**config.mk**
```make
export PLATFORM = sky130hd
export DESIGN_NAME = if_stage_bht
export DESIGN_NICKNAME = d
export VERILOG_FILES = /design/src/rtl/if_stage_bht.sv
export SDC_FILE = /design/constraint.sdc
export NUM_CORES = 1
export LEC_CHECK = 0
export CAP_MARGIN = 20
export CORE_MARGIN = 2
export CORE_UTILIZATION = 45
export DETAILED_ROUTE_END_ITERATION = 16
export PLACE_DENSITY = 0.73
export SETUP_SLACK_MARGIN = 0.5
export SYNTH_ARGS = -nofsm -noshare
export SYNTH_HDL_FRONTEND = slang
export SYNTH_SLANG_ARGS = --single-unit
export TNS_END_PERCENT = 5
```
**constraint.sdc**
```tcl
create_clock -name clk -period 9.8 [get_ports clk]
set_input_delay 2.94 -clock clk [delete_from_list [all_inputs] [get_ports clk]]
set_output_delay 2.94 -clock clk [all_outputs]
set_load 0.05 [all_outputs]
```
**src/rtl/if_stage_bht.sv**
```systemverilog
// Instruction-fetch stage with IF/ID pipeline register and a 2-bit saturating-counter
// branch history table predicting conditional branches.
module if_stage_bht #(
    parameter logic [31:0] RESET_PC  = 32'h00003000,
    parameter int unsigned BHT_IDX_W = 6
) (
    input  logic        clk,
    input  logic        rst,
    input  logic        Stall,
    input  logic        Flush,
    input  logic [31:0] Redirect_pc,
    input  logic        Upd_en,
    input  logic [31:0] Upd_pc,
    input  logic        Upd_taken,
    input  logic [31:0] IM_instr,
    output logic [31:0] IF_pc,
    output logic [31:0] ID_pc,
    output logic [31:0] ID_instr,
    output logic [31:0] ID_pcadd4,
    output logic        ID_pre
);

    localparam int unsigned DEPTH = 1 << BHT_IDX_W;

    typedef enum logic [1:0] {
        STRONG_NT = 2'b00,
        WEAK_NT   = 2'b01,
        WEAK_T    = 2'b10,
        STRONG_T  = 2'b11
    } ctr_t;

    ctr_t bht [DEPTH];

    logic [5:0]           opcode;
    logic                 cond;
    logic [BHT_IDX_W-1:0] idx;
    logic [BHT_IDX_W-1:0] uidx;
    logic                 pred;
    logic [31:0]          pc_add4;
    logic [31:0]          target;
    ctr_t                 ctr_next;

    // Only the index bits of Upd_pc and the opcode/offset fields of IM_instr matter here.
    logic unused_bits;
    assign unused_bits = ^{Upd_pc[31:BHT_IDX_W+2], Upd_pc[1:0], IM_instr[25:16]};

    always_comb begin
        opcode  = IM_instr[31:26];
        cond    = (opcode == 6'h04) || (opcode == 6'h05) || (opcode == 6'h06) ||
                  (opcode == 6'h07) || (opcode == 6'h01);
        idx     = IF_pc[BHT_IDX_W+1:2];
        uidx    = Upd_pc[BHT_IDX_W+1:2];
        pred    = cond && (bht[idx] == WEAK_T || bht[idx] == STRONG_T);
        pc_add4 = IF_pc + 32'd4;
        target  = pc_add4 + {{14{IM_instr[15]}}, IM_instr[15:0], 2'b00};
    end

    always_comb begin
        ctr_next = bht[uidx];
        case (bht[uidx])
            STRONG_NT: ctr_next = Upd_taken ? WEAK_NT  : STRONG_NT;
            WEAK_NT:   ctr_next = Upd_taken ? WEAK_T   : STRONG_NT;
            WEAK_T:    ctr_next = Upd_taken ? STRONG_T : WEAK_NT;
            STRONG_T:  ctr_next = Upd_taken ? STRONG_T : WEAK_T;
            default:   ctr_next = WEAK_NT;
        endcase
    end

    always_ff @(posedge clk) begin
        if (rst) begin
            IF_pc     <= RESET_PC;
            ID_pc     <= RESET_PC;
            ID_instr  <= '0;
            ID_pcadd4 <= RESET_PC;
            ID_pre    <= 1'b0;
            for (int unsigned i = 0; i < DEPTH; i++) begin
                bht[i[BHT_IDX_W-1:0]] <= WEAK_NT;
            end
        end else begin
            if (Flush) begin
                IF_pc     <= Redirect_pc;
                ID_pc     <= RESET_PC;
                ID_instr  <= '0;
                ID_pcadd4 <= RESET_PC;
                ID_pre    <= 1'b0;
            end else if (!Stall) begin
                IF_pc     <= pred ? target : pc_add4;
                ID_pc     <= IF_pc;
                ID_instr  <= IM_instr;
                ID_pcadd4 <= pc_add4;
                ID_pre    <= pred;
            end
            // Prediction above reads the pre-update counter; no same-cycle bypass.
            if (Upd_en) begin
                bht[uidx] <= ctr_next;
            end
        end
    end

endmodule
```
==> impl_summary.txt, run 1 <==
----------------------------------------------------
[Global route]
  Number of antenna violations at the first check in global routing ... 1
  Global-route wire length before repair ... 61.7 mm
  Vias in the first global route ... around 11,000
  Overall global routing resource usage ... about a quarter
  GR Overflow Total ... 0
  Maximum number of pins on one net before global-route repair ... 98

[Yosys]
  Gate count after technology mapping ... 1,473
  Cells taking the most area after synthesis ... sky130_fd_sc_hd__edfxtp_1, sky130_fd_sc_hd__dfxtp_1, sky130_fd_sc_hd__mux2i_1
  Average cell area after synthesis ... 9.67 um^2
  Synthesis-stage register bit count ... 261
  Proportion of netlist area held by the largest area contributor ... 27.0%
  Netlist cell types ... just under 70
  Primary flip-flop cell chosen by synthesis mapping ... sky130_fd_sc_hd__dfxtp_1
  Number of synthesized flops with an enable pin ... roughly 130
  Net count after synthesis ... 1,612
  Cell taking the most area after synthesis ... sky130_fd_sc_hd__edfxtp_1
  Count of yosys warnings during synthesis ... 0
  Share of synthesized registers carrying an async set or reset ... 0%
  Post-synthesis sequential area ratio ... a little under half
  Post-synthesis instance area ... around 0.014 mm^2

[CTS]
  Setup bufs post-CTS ... 0
  Number of gates resized after cts ... 0
  Clock root buffer ... sky130_fd_sc_hd__clkbuf_16
  TritonCTS clock tree ... done
  Num CTS Buffers ... 28
  Number of buffers between clock root and the deepest sink ... 3
  Post-CTS clock slew at the launch and capture registers of the worst setup and hold paths ... 70 ps
  Clk sinks ... 261
  Hold_buf cts ... 0
  Clock latency on the worst-skew pair ... 570 ps
  Number of levels in the clock H-tree ... 1

[Min path]
  Classification of the worst-slack hold path ... register to register
  Number of cells on the worst hold path ... 2

[Timing]
  Highest achievable clock rate ... 0.159 GHz
  Final hold viol count ... 0
  Worst Tran Pin Value ... 1070 ps
  Final hold slack ... around 490 ps
  Worst setup skew after layout ... 46.4 ps
  Setup TNS ... 0 ps
  Unrepaired setup endpoints after global routing ... no
  Finish-stage setup viols ... 0
  Shortest period the worst path allows ... roughly 6300 ps
  Max_slew headroom ... 28.2%
  Final period utilization ... between 60% and 70%
  Number of pins with negative max-slew slack in the final report ... 0

[Floorplan]
  Die area ... between 0.03 and 0.04 mm^2
  Starting Density ... 45.4%
  Placeable Area ... around 0.031 mm^2
  Boundary pin count ... 231
  Number of placement rows ... 65
  Die extent in x ... ~180 um
  DIE HEIGHT ... 182 um

[Cells and area]
  Fraction of final layout cells with drive strength greater than 1 ... 8.21%
  Most common library cell in the layout ignoring fill and taps ... sky130_fd_sc_hd__nor2_1
  Final net count ... 1,750
  Commonest cells after routing, fill and taps aside ... sky130_fd_sc_hd__nor2_1, sky130_fd_sc_hd__clkdlybuf4s50_1, sky130_fd_sc_hd__nand2_1
  Area added between synthesis and finish ... 21.7%
  Filler instances ... roughly 2,700

[Worst setup path]
  Crit-path leading delay family ... buffers and inverters
  Cell-by-cell listing of the critical path ... clkdlybuf4s50_1, nand3b_1, o22ai_1, a211oi_1, nand4_1, inv_1, maj3_2, buf_4, nor3_1
  Stages on the worst setup path ... 9
  Required time of the critical path ... 10,050 ps
  Sort of element at the end of the critical path ... register
  Bufs and invs on worst path ... 3
  Largest incremental delay on the critical path ... 730 ps
  Max Fanout on Critical Path ... 33
  Reg2reg setup slack ... 4630 ps
  R2R depth ... 16
  Worst Path Class, Setup ... primary input to register
  Crit-path slowest cell ... sky130_fd_sc_hd__nand3b_1
  Critical Path Start Type ... primary input
  Critical path data arrival time ... 6550 ps

[Route]
  Antenna Nets Post-Route ... 0
  Detailed Route WL ... 39.8 mm
  Initial DRC Count ... 1,029
  Pre-antenna DRT Iters ... 5
  Number of remaining DRC errors ... 0
  Mean number of vias per cell ... 5.82
  Routed vias ... approximately 12,000
  Post-DR wirelength/cell ... 19.5 um

[Run status]
  Run status ... completed

[Placement]
  GP Congestion ... between 0.9 and 1
  IO Port Bufs ... 204
  Placed wire-length estimate ... 27.6 mm

[Power and ir drop]
  Leakage power of the design ... 6.23 nW
  Highest ir drop seen on vdd ... 0.136 mV
  Pwr per Cell Area ... around 160 mW/mm^2

[Flow run]
  Max Cap Viol ... 0

----------------------------------------------------
## tightest hold or removal path: stages, from the launching register on
cell	delay, ps
sky130_fd_sc_hd__dfxtp_1	330
sky130_fd_sc_hd__mux2i_1	70
sky130_fd_sc_hd__nand2_1	60
## worst paths after layout
kind,startpoint,to
min,ID_pcadd4[12],ID_pcadd4[12]
max,Upd_pc[7],bht[43][1]
min reg2reg,ID_pcadd4[12],ID_pcadd4[12]
max reg2reg,IF_pc[2],IF_pc[27]
## layer usage
metal | vias to the layer above | wire length (um) | track usage [%] | part of all wire [%]
met1 | 5684 | 16500 | 31.4 | 42
met2 | 504 | 19000 | 38.7 | 48
met3 | 69 | 3150 | 3.95 | 7.9
met5 | - | 0 | 0 | 0
met4 | 0 | 1090 | 7.39 | 2.7
li1 | 5581 | - | - | -
## registers in the layout, indices dropped and copies added (netlist names), named ones only
register   count
ID_pc         32
bht          128
ID_instr      32
ID_pre         1
IF_pc         32
ID_pcadd4     30
## cells in the mapped netlist, drive strengths merged, types with 7 or more instances
cell type  count
nor2         208
nand2        167
dfxtp        133
edfxtp       128
mux2i        111
o21ai         76
nand3         63
clkbuf        62
a21oi         60
nor3          57
buf           53
ha            36
mux4          33
xnor2         31
and3          24
nor2b         23
xor2          20
inv           19
mux2          16
a221oi        15
a211oi        10
a21o          10
nor3b          9
o22ai          9
a22oi          8
a22o           7
nand4          7
## layout make-up
cell class / count / area (um^2) / area share [%]
Clock inverter: 16 / 128 / 0.737
Multi-Input combinational cell: 1078 / 7160 / 41.3
Inverter: 19 / 71.3 / 0.412
Clock buffer: 35 / 769 / 4.44
Timing Repair Buffer: 223 / 2180 / 12.6
Antenna cell: 1 / 2.50 / 0.0144
Sequential cell: 261 / 6510 / 37.6
Tap cell: 402 / 503 / 2.90
## power breakdown
group / internal, mW / switching [mW]
Clock: 0.583 / 0.446
Combinational: 0.191 / 0.312
Sequential: 1.17 / 0.0362
## per-stage QoR
stage	utilization, %	worst slack (ps)	total power, mW	std cells	instance area (um^2)
after floorplan	-	4590	1.57	1473	14200
after global placement	52.3	2970	1.72	1981	16400
after detailed placement	52.3	2950	1.73	1981	16400
after CTS	55.1	3540	2.75	2032	17300
after global routing	55.2	3260	2.84	2035	17300
final	55.2	3500	2.74	2035	17300
## kinds of logic (layout without fill, tap and decap cells)
family / count (synthesis) / after routing / share of synthesized area [%]
fa+ha+maj: 39 / 39 / 3.44
buf+inv: 134 / 293 / 4.26
flops: 261 / 261 / 45.7
mux: 160 / 160 / 14.3
other cells: 0 / 1 / 0
simple gates: 587 / 587 / 18.4
compound gates: 241 / 241 / 10.8
xor+xnor: 51 / 51 / 3.14
No activity file was read; power rests on OpenSTA's default activity.
==> inputs of run 2 (changes only) <==
--- a/config.mk
+++ b/config.mk
@@ -9,7 +9,7 @@
 export CORE_MARGIN = 2
 export CORE_UTILIZATION = 45
 export DETAILED_ROUTE_END_ITERATION = 16
-export PLACE_DENSITY = 0.73
+export PLACE_DENSITY = 0.76
 export SETUP_SLACK_MARGIN = 0.5
 export SYNTH_ARGS = -nofsm -noshare
 export SYNTH_HDL_FRONTEND = slang
==> constraint.sdc (replaced) <==
create_clock -name clk -period 5.68 [get_ports clk]
set_input_delay 1.704 -clock clk [delete_from_list [all_inputs] [get_ports clk]]
set_output_delay 1.704 -clock clk [all_outputs]
set_load 0.05 [all_outputs]
==> impl_summary.txt, run 2 (synthesis results as in run 1) <==
----------------------------------------------------
[Run status]
  Run status ... completed

[Worst setup path]
  Cell-by-cell listing of the critical path ... ha_1, and2_1, nand4_1, buf_4, or4_1, nor2_1, xnor2_1, inv_1, ha_1, a21oi_1, o21ai_0, a2111oi_2, o21ai_0, a21o_1, xnor2_1, a221oi_1, a22o_1
  Largest incremental delay on the critical path ... around 640 ps
  Critical path data arrival time ... roughly 5200 ps
  Crit-path slowest cell ... sky130_fd_sc_hd__or4_1
  Required time of the critical path ... 6170 ps
  Bufs and invs on worst path ... 2
  Stages on the worst setup path ... 17
  Reg2reg setup slack ... 1000 ps
  Origin of the worst setup path ... IF_pc[2]
  Critical Path Start Type ... register
  Start of the worst register-to-register path ... IF_pc[2]
  R2R depth ... 17
  Capture instance of the worst register-to-register path ... IF_pc[27]
  Max Fanout on Critical Path ... 7
  Sort of element at the end of the critical path ... register
  Worst Path Class, Setup ... register to register
  Critical path destination ... IF_pc[27]
  Crit-path leading delay family ... compound AO/OA/AOI/OAI gates

[Global route]
  Number of antenna violations at the first check in global routing ... 1
  Global-route wire length before repair ... 62.9 mm
  Overall global routing resource usage ... 23.6%
  GR Overflow Total ... 0
  Vias in the first global route ... about 11,000
  Maximum number of pins on one net before global-route repair ... 95

[Timing]
  Unrepaired setup endpoints after global routing ... no
  Finish-stage setup viols ... 0
  Final period utilization ... ~82%
  Worst Tran Pin Value ... 1080 ps
  Shortest period the worst path allows ... 4680 ps
  Worst setup skew after layout ... between 20 and 30 ps
  Number of pins with negative max-slew slack in the final report ... 0
  Max_slew headroom ... 27.7%
  Setup TNS ... 0 ps
  Highest achievable clock rate ... 0.213 GHz
  Final hold viol count ... 0

[Route]
  Post-DR wirelength/cell ... 19.5 um
  Number of remaining DRC errors ... 0
  Routed vias ... between 10,000 and 15,000
  Pre-antenna DRT Iters ... 6
  Initial DRC Count ... 1,503
  Mean number of vias per cell ... 5.81
  Antenna Nets Post-Route ... 0
  Detailed Route WL ... 40.1 mm

[Flow run]
  Max Cap Viol ... 0

[Cells and area]
  Area added between synthesis and finish ... 23.3%
  Number of flip-flops under the largest register name ... 128
  Fraction of final layout cells with drive strength greater than 1 ... 9.52%
  Largest register by flop count ... bht
  Most common library cell in the layout ignoring fill and taps ... sky130_fd_sc_hd__nor2_1
  Commonest cells after routing, fill and taps aside ... sky130_fd_sc_hd__nor2_1, sky130_fd_sc_hd__clkdlybuf4s50_1, sky130_fd_sc_hd__nand2_1
  Finished Cell Area ... 0.0176 mm^2
  Final net count ... 1,766

[Placement]
  IO Port Bufs ... 204
  Placed wire-length estimate ... around 28 mm
  Instance area at placement ... 0.0166 mm^2
  GP Congestion ... 0.949

[Power and ir drop]
  Leakage power of the design ... roughly 6.4 nW
  Highest ir drop seen on vdd ... 0.235 mV
  Power share of the clock group ... 38.3%
  Pwr per Cell Area ... approximately 280 mW/mm^2
  Logic gate share of total power ... 18.5%
  Net switching power ... approximately 1.4 mW
  Internal power of the cells ... about 3.4 mW
  Power share of the sequential group ... roughly 43%
  Net Sw Frac ... 28.9%

[Floorplan]
  Placeable Area ... about 0.031 mm^2
  Boundary pin count ... around 230
  Starting Density ... a little under half
  Die extent in x ... about 180 um
  Die area ... 0.0331 mm^2
  Number of placement rows ... 65
  DIE HEIGHT ... 182 um

[Min path]
  Beginning of the worst hold path ... ID_pcadd4[12]
  Number of cells on the worst hold path ... 2
  Classification of the worst-slack hold path ... register to register

[CTS]
  Clock latency on the worst-skew pair ... ~570 ps
  Hold_buf cts ... 0
  Number of buffers between clock root and the deepest sink ... 3
  Num CTS Buffers ... 28
  Clk sinks ... approximately 260
  Setup bufs post-CTS ... 0
  Clock root buffer ... sky130_fd_sc_hd__clkbuf_16
  Number of levels in the clock H-tree ... 1
  TritonCTS clock tree ... done
  Post-CTS clock slew at the launch and capture registers of the worst setup and hold paths ... about 60 ps
  Number of gates resized after cts ... 0

----------------------------------------------------
==> run 2: cell type report <==
| class | instances | area (um^2) |
|---|---|---|
| inverter | 19 | 71.3 |
| multi-input combinational | 1078 | 7170 |
| sequential | 261 | 6510 |
| clock buffer | 42 | 868 |
| clock inverter | 10 | 87.6 |
| fill | 2641 | 13800 |
| antenna | 1 | 2.50 |
| tap | 402 | 503 |
| timing repair buffer | 239 | 2350 |
==> run 2: worst min path at each step <==
stage | endpoint | slack (ps)
after floorplan | IF_pc[0] | 480
after global placement | ID_pcadd4[12] | 460
after detailed placement | ID_pcadd4[12] | 470
after CTS | ID_pcadd4[12] | 490
after global routing | ID_instr[29] | 520
final | ID_pcadd4[12] | 490
==> run 2: per-layer routing <==
layer / GRT usage [%] / routed length, um / share of wire (%) / up-vias
met2: 39.8 / 19300 / 48 / 522
met5: 0 / 0 / 0 / -
met1: 31.3 / 16600 / 41 / 5702
met4: 7.87 / 1210 / 3.0 / 0
met3: 3.43 / 2950 / 7.4 / 87
li1: - / - / - / 5609
==> run 2: power groups by stage <==
stage | sequential [mW] | clock, mW | combinational, mW
detailed placement | 2.13 | 0 | 0.877
floorplan | 2.21 | 0 | 0.503
finish | 2.09 | 1.85 | 0.894
global route | 2.10 | 1.95 | 0.954
global placement | 2.13 | 0 | 0.861
CTS | 2.09 | 1.87 | 0.882
==> run 2: worst register-to-register path, cell delays in order, from the launching register on <==
cell and delay, ps:
sky130_fd_sc_hd__dfxtp_1 470, sky130_fd_sc_hd__ha_1 270, sky130_fd_sc_hd__and2_1 240, sky130_fd_sc_hd__nand4_1 110, sky130_fd_sc_hd__buf_4 190, sky130_fd_sc_hd__or4_1 640, sky130_fd_sc_hd__nor2_1 190, sky130_fd_sc_hd__xnor2_1 190
sky130_fd_sc_hd__inv_1 90, sky130_fd_sc_hd__ha_1 380, sky130_fd_sc_hd__a21oi_1 200, sky130_fd_sc_hd__o21ai_0 190, sky130_fd_sc_hd__a2111oi_2 340, sky130_fd_sc_hd__o21ai_0 240, sky130_fd_sc_hd__a21o_1 290, sky130_fd_sc_hd__xnor2_1 130
sky130_fd_sc_hd__a221oi_1 270, sky130_fd_sc_hd__a22o_1 180
==> run 2: through the flow <==
stage	setup WS, ps	util [%]	hold WS (ps)	power (mW)	cells
after CTS	762	55.9	488	4.84	2050
after detailed placement	584	52.8	472	3.01	1998
after floorplan	1310	-	484	2.71	1473
after global routing	600	56.0	522	5.00	2052
final	995	56.0	489	4.83	2052
after global placement	699	52.8	459	2.99	1998
==> inputs of run 3 (changes only) <==
--- a/config.mk
+++ b/config.mk
@@ -9,7 +9,7 @@
 export CORE_MARGIN = 2
 export CORE_UTILIZATION = 45
 export DETAILED_ROUTE_END_ITERATION = 16
-export PLACE_DENSITY = 0.76
+export PLACE_DENSITY = 0.73
 export SETUP_SLACK_MARGIN = 0.5
 export SYNTH_ARGS = -nofsm -noshare
 export SYNTH_HDL_FRONTEND = slang
==> constraint.sdc (replaced) <==
create_clock -name clk -period 4.9 [get_ports clk]
set_input_delay 1.47 -clock clk [delete_from_list [all_inputs] [get_ports clk]]
set_output_delay 1.47 -clock clk [all_outputs]
set_load 0.05 [all_outputs]
==> impl_summary.txt, run 3 (synthesis results as in run 1) <==
----------------------------------------------------
[Timing]
  Post-layout worst setup margin ... approximately 700 ps
  Highest achievable clock rate ... roughly 0.24 GHz
  Worst Tran Pin Value ... 1030 ps
  Final period utilization ... between 80% and 90%
  Final hold viol count ... 0
  Unrepaired setup endpoints after global routing ... no
  Finish-stage setup viols ... 0
  Number of pins with negative max-slew slack in the final report ... 0
  Max_slew headroom ... 31.3%
  Shortest period the worst path allows ... 4200 ps
  Setup TNS ... 0 ps
  Worst setup skew after layout ... ~31 ps

[Cells and area]
  Fraction of final layout cells with drive strength greater than 1 ... under 10%
  Filler instances ... 2,740
  Most common library cell in the layout ignoring fill and taps ... sky130_fd_sc_hd__nor2_1
  Area added between synthesis and finish ... 23.6%
  Final design utilization ... 56.0%
  Final net count ... around 1,800
  Commonest cells after routing, fill and taps aside ... sky130_fd_sc_hd__nor2_1, sky130_fd_sc_hd__clkdlybuf4s50_1, sky130_fd_sc_hd__nand2_1
  Number of flip-flops under the largest register name ... around 130
  Count of non-filler cells in the finished layout ... 2,061
  Largest register by flop count ... bht

[Floorplan]
  Placeable Area ... roughly 0.031 mm^2
  Boundary pin count ... ~230
  Starting Density ... 45.4%
  DIE HEIGHT ... 182 um
  Number of placement rows ... 65
  Die extent in x ... 182 um
  Die area ... 0.0331 mm^2

[Route]
  Post-DR wirelength/cell ... 19.6 um
  Pre-antenna DRT Iters ... 6
  Detailed Route WL ... 40.3 mm
  Number of remaining DRC errors ... 0
  Routed vias ... 12,000
  Mean number of vias per cell ... 5.83
  Initial DRC Count ... ~1,200
  Antenna Nets Post-Route ... 0

[Worst setup path]
  Max Fanout on Critical Path ... 6
  Origin of the worst setup path ... IF_pc[6]
  Capture instance of the worst register-to-register path ... IF_pc[27]
  Worst Path Class, Setup ... register to register
  Start of the worst register-to-register path ... IF_pc[6]
  Sort of element at the end of the critical path ... register
  R2R depth ... 14
  Required time of the critical path ... roughly 5400 ps
  Reg2reg setup slack ... 700 ps
  Critical path destination ... IF_pc[27]
  Critical path data arrival time ... 4690 ps
  Critical Path Start Type ... register

[CTS]
  Number of levels in the clock H-tree ... 1
  Clock latency on the worst-skew pair ... between 500 and 600 ps
  Clk sinks ... 261
  Clock root buffer ... sky130_fd_sc_hd__clkbuf_16
  Number of buffers between clock root and the deepest sink ... 3
  Num CTS Buffers ... 28
  TritonCTS clock tree ... done
  Post-CTS clock slew at the launch and capture registers of the worst setup and hold paths ... 70 ps

[Power and ir drop]
  Leakage power of the design ... 6.37 nW
  Internal power of the cells ... 3.87 mW
  Power share of the sequential group ... 44.5%
  Net switching power ... 1.58 mW
  Total power after layout ... around 5.4 mW
  Power share of the clock group ... 36.2%
  Net Sw Frac ... 29.0%
  Logic gate share of total power ... 19.4%
  Highest ir drop seen on vdd ... 0.294 mV
  Pwr per Cell Area ... 309 mW/mm^2

[Placement]
  Pre-CTS setup slack ... 373 ps
  GP Congestion ... 0.915
  IO Port Bufs ... 204
  Placed wire-length estimate ... ~29 mm
  Total instance count after detailed placement ... 2,005

[Global route]
  Vias in the first global route ... around 11,000
  Global-route wire length before repair ... 62.9 mm
  Maximum number of pins on one net before global-route repair ... 80
  Number of antenna violations at the first check in global routing ... 2
  GR Overflow Total ... 0
  Overall global routing resource usage ... 23.8%

[Run status]
  Run status ... completed

[Min path]
  Classification of the worst-slack hold path ... register to register
  Number of cells on the worst hold path ... 2

[Flow run]
  Max Cap Viol ... 0

----------------------------------------------------
-- run 3: cell types whose count changed in the layout (fill, tap and decap cells not counted), moves of 2 or more --
| cell | before | now |
|---|---|---|
| sky130_fd_sc_hd__ha_1 | 36 | 34 |
| sky130_fd_sc_hd__clkbuf_2 | 3 | 0 |
| sky130_fd_sc_hd__ha_2 | 0 | 2 |
| sky130_fd_sc_hd__o21ai_0 | 69 | 67 |
| sky130_fd_sc_hd__clkbuf_1 | 1 | 7 |
| sky130_fd_sc_hd__clkinv_4 | 2 | 0 |
| sky130_fd_sc_hd__clkinvlp_4 | 0 | 2 |
| sky130_fd_sc_hd__clkinv_1 | 0 | 7 |
| sky130_fd_sc_hd__clkbuf_8 | 9 | 0 |
| sky130_fd_sc_hd__buf_4 | 31 | 34 |
| sky130_fd_sc_hd__buf_12 | 4 | 9 |
-- run 3: timing repair --
action	4_1_cts	5_1_grt
resized for setup	3	8
pin swaps	0	3
setup endpoints to repair	3	5
hold buffers	0	0
setup buffers	0	2
-- run 3: layer usage --
layer  share of wire (%)  track usage [%]  vias to the layer above
met3                 8.2             3.91                      101
met4                 4.0             9.87                        0
met5                   0                0                        -
li1                    -                -                     5633
met2                  46             38.7                      512
met1                  41             31.7                     5765
-- run 3: critical path: stages, from the launching register on --
cell,delay (ps)
sky130_fd_sc_hd__dfxtp_1,440
sky130_fd_sc_hd__and3_1,290
sky130_fd_sc_hd__nand4_1,280
sky130_fd_sc_hd__or4_4,660
sky130_fd_sc_hd__buf_4,160
sky130_fd_sc_hd__xnor2_1,320
sky130_fd_sc_hd__ha_1,350
sky130_fd_sc_hd__a21oi_1,140
sky130_fd_sc_hd__o21ai_0,150
sky130_fd_sc_hd__a2111oi_2,290
sky130_fd_sc_hd__o21ai_1,200
sky130_fd_sc_hd__a21o_1,270
sky130_fd_sc_hd__xnor2_1,140
sky130_fd_sc_hd__a221oi_1,280
sky130_fd_sc_hd__a22o_1,180
-- run 3: layout make-up --
class	instances	area (um^2)	share of cell area (%)
Sequential cell	261	6510	37.0
Clock inverter	17	118	0.668
Antenna cell	2	5.00	0.0284
Tap cell	402	503	2.86
Multi-Input combinational cell	1078	7190	40.9
Clock buffer	35	727	4.13
Timing Repair Buffer	247	2470	14.1
Inverter	19	71.3	0.405
-- run 3: through the flow --
| stage | area [um^2] | hold slack (ps) |
|---|---|---|
| after floorplan | 14200 | 484 |
| after global placement | 16700 | 461 |
| after detailed placement | 16700 | 466 |
| after CTS | 17500 | 483 |
| after global routing | 17600 | 504 |
| final | 17600 | 482 |
-- run 3: how the worst min path moves through the flow --
stage               endpoint     startpoint
2_1_floorplan       IF_pc[0]       IF_pc[0]
5_1_grt            ID_pc[12]      ID_pc[12]
6_report           ID_pc[12]      ID_pc[12]
4_1_cts            ID_pc[12]      ID_pc[12]
3_5_place_dp       ID_pc[12]      ID_pc[12]
3_3_place_gp   ID_pcadd4[13]  ID_pcadd4[13]
-- run 3: power groups by stage --
stage | combinational, mW | clock (mW) | sequential [mW]
detailed placement | 1.04 | 0 | 2.47
global route | 1.13 | 2.08 | 2.43
finish | 1.05 | 1.97 | 2.42
CTS | 1.04 | 2.00 | 2.42
floorplan | 0.583 | 0 | 2.56
global placement | 1.03 | 0 | 2.46
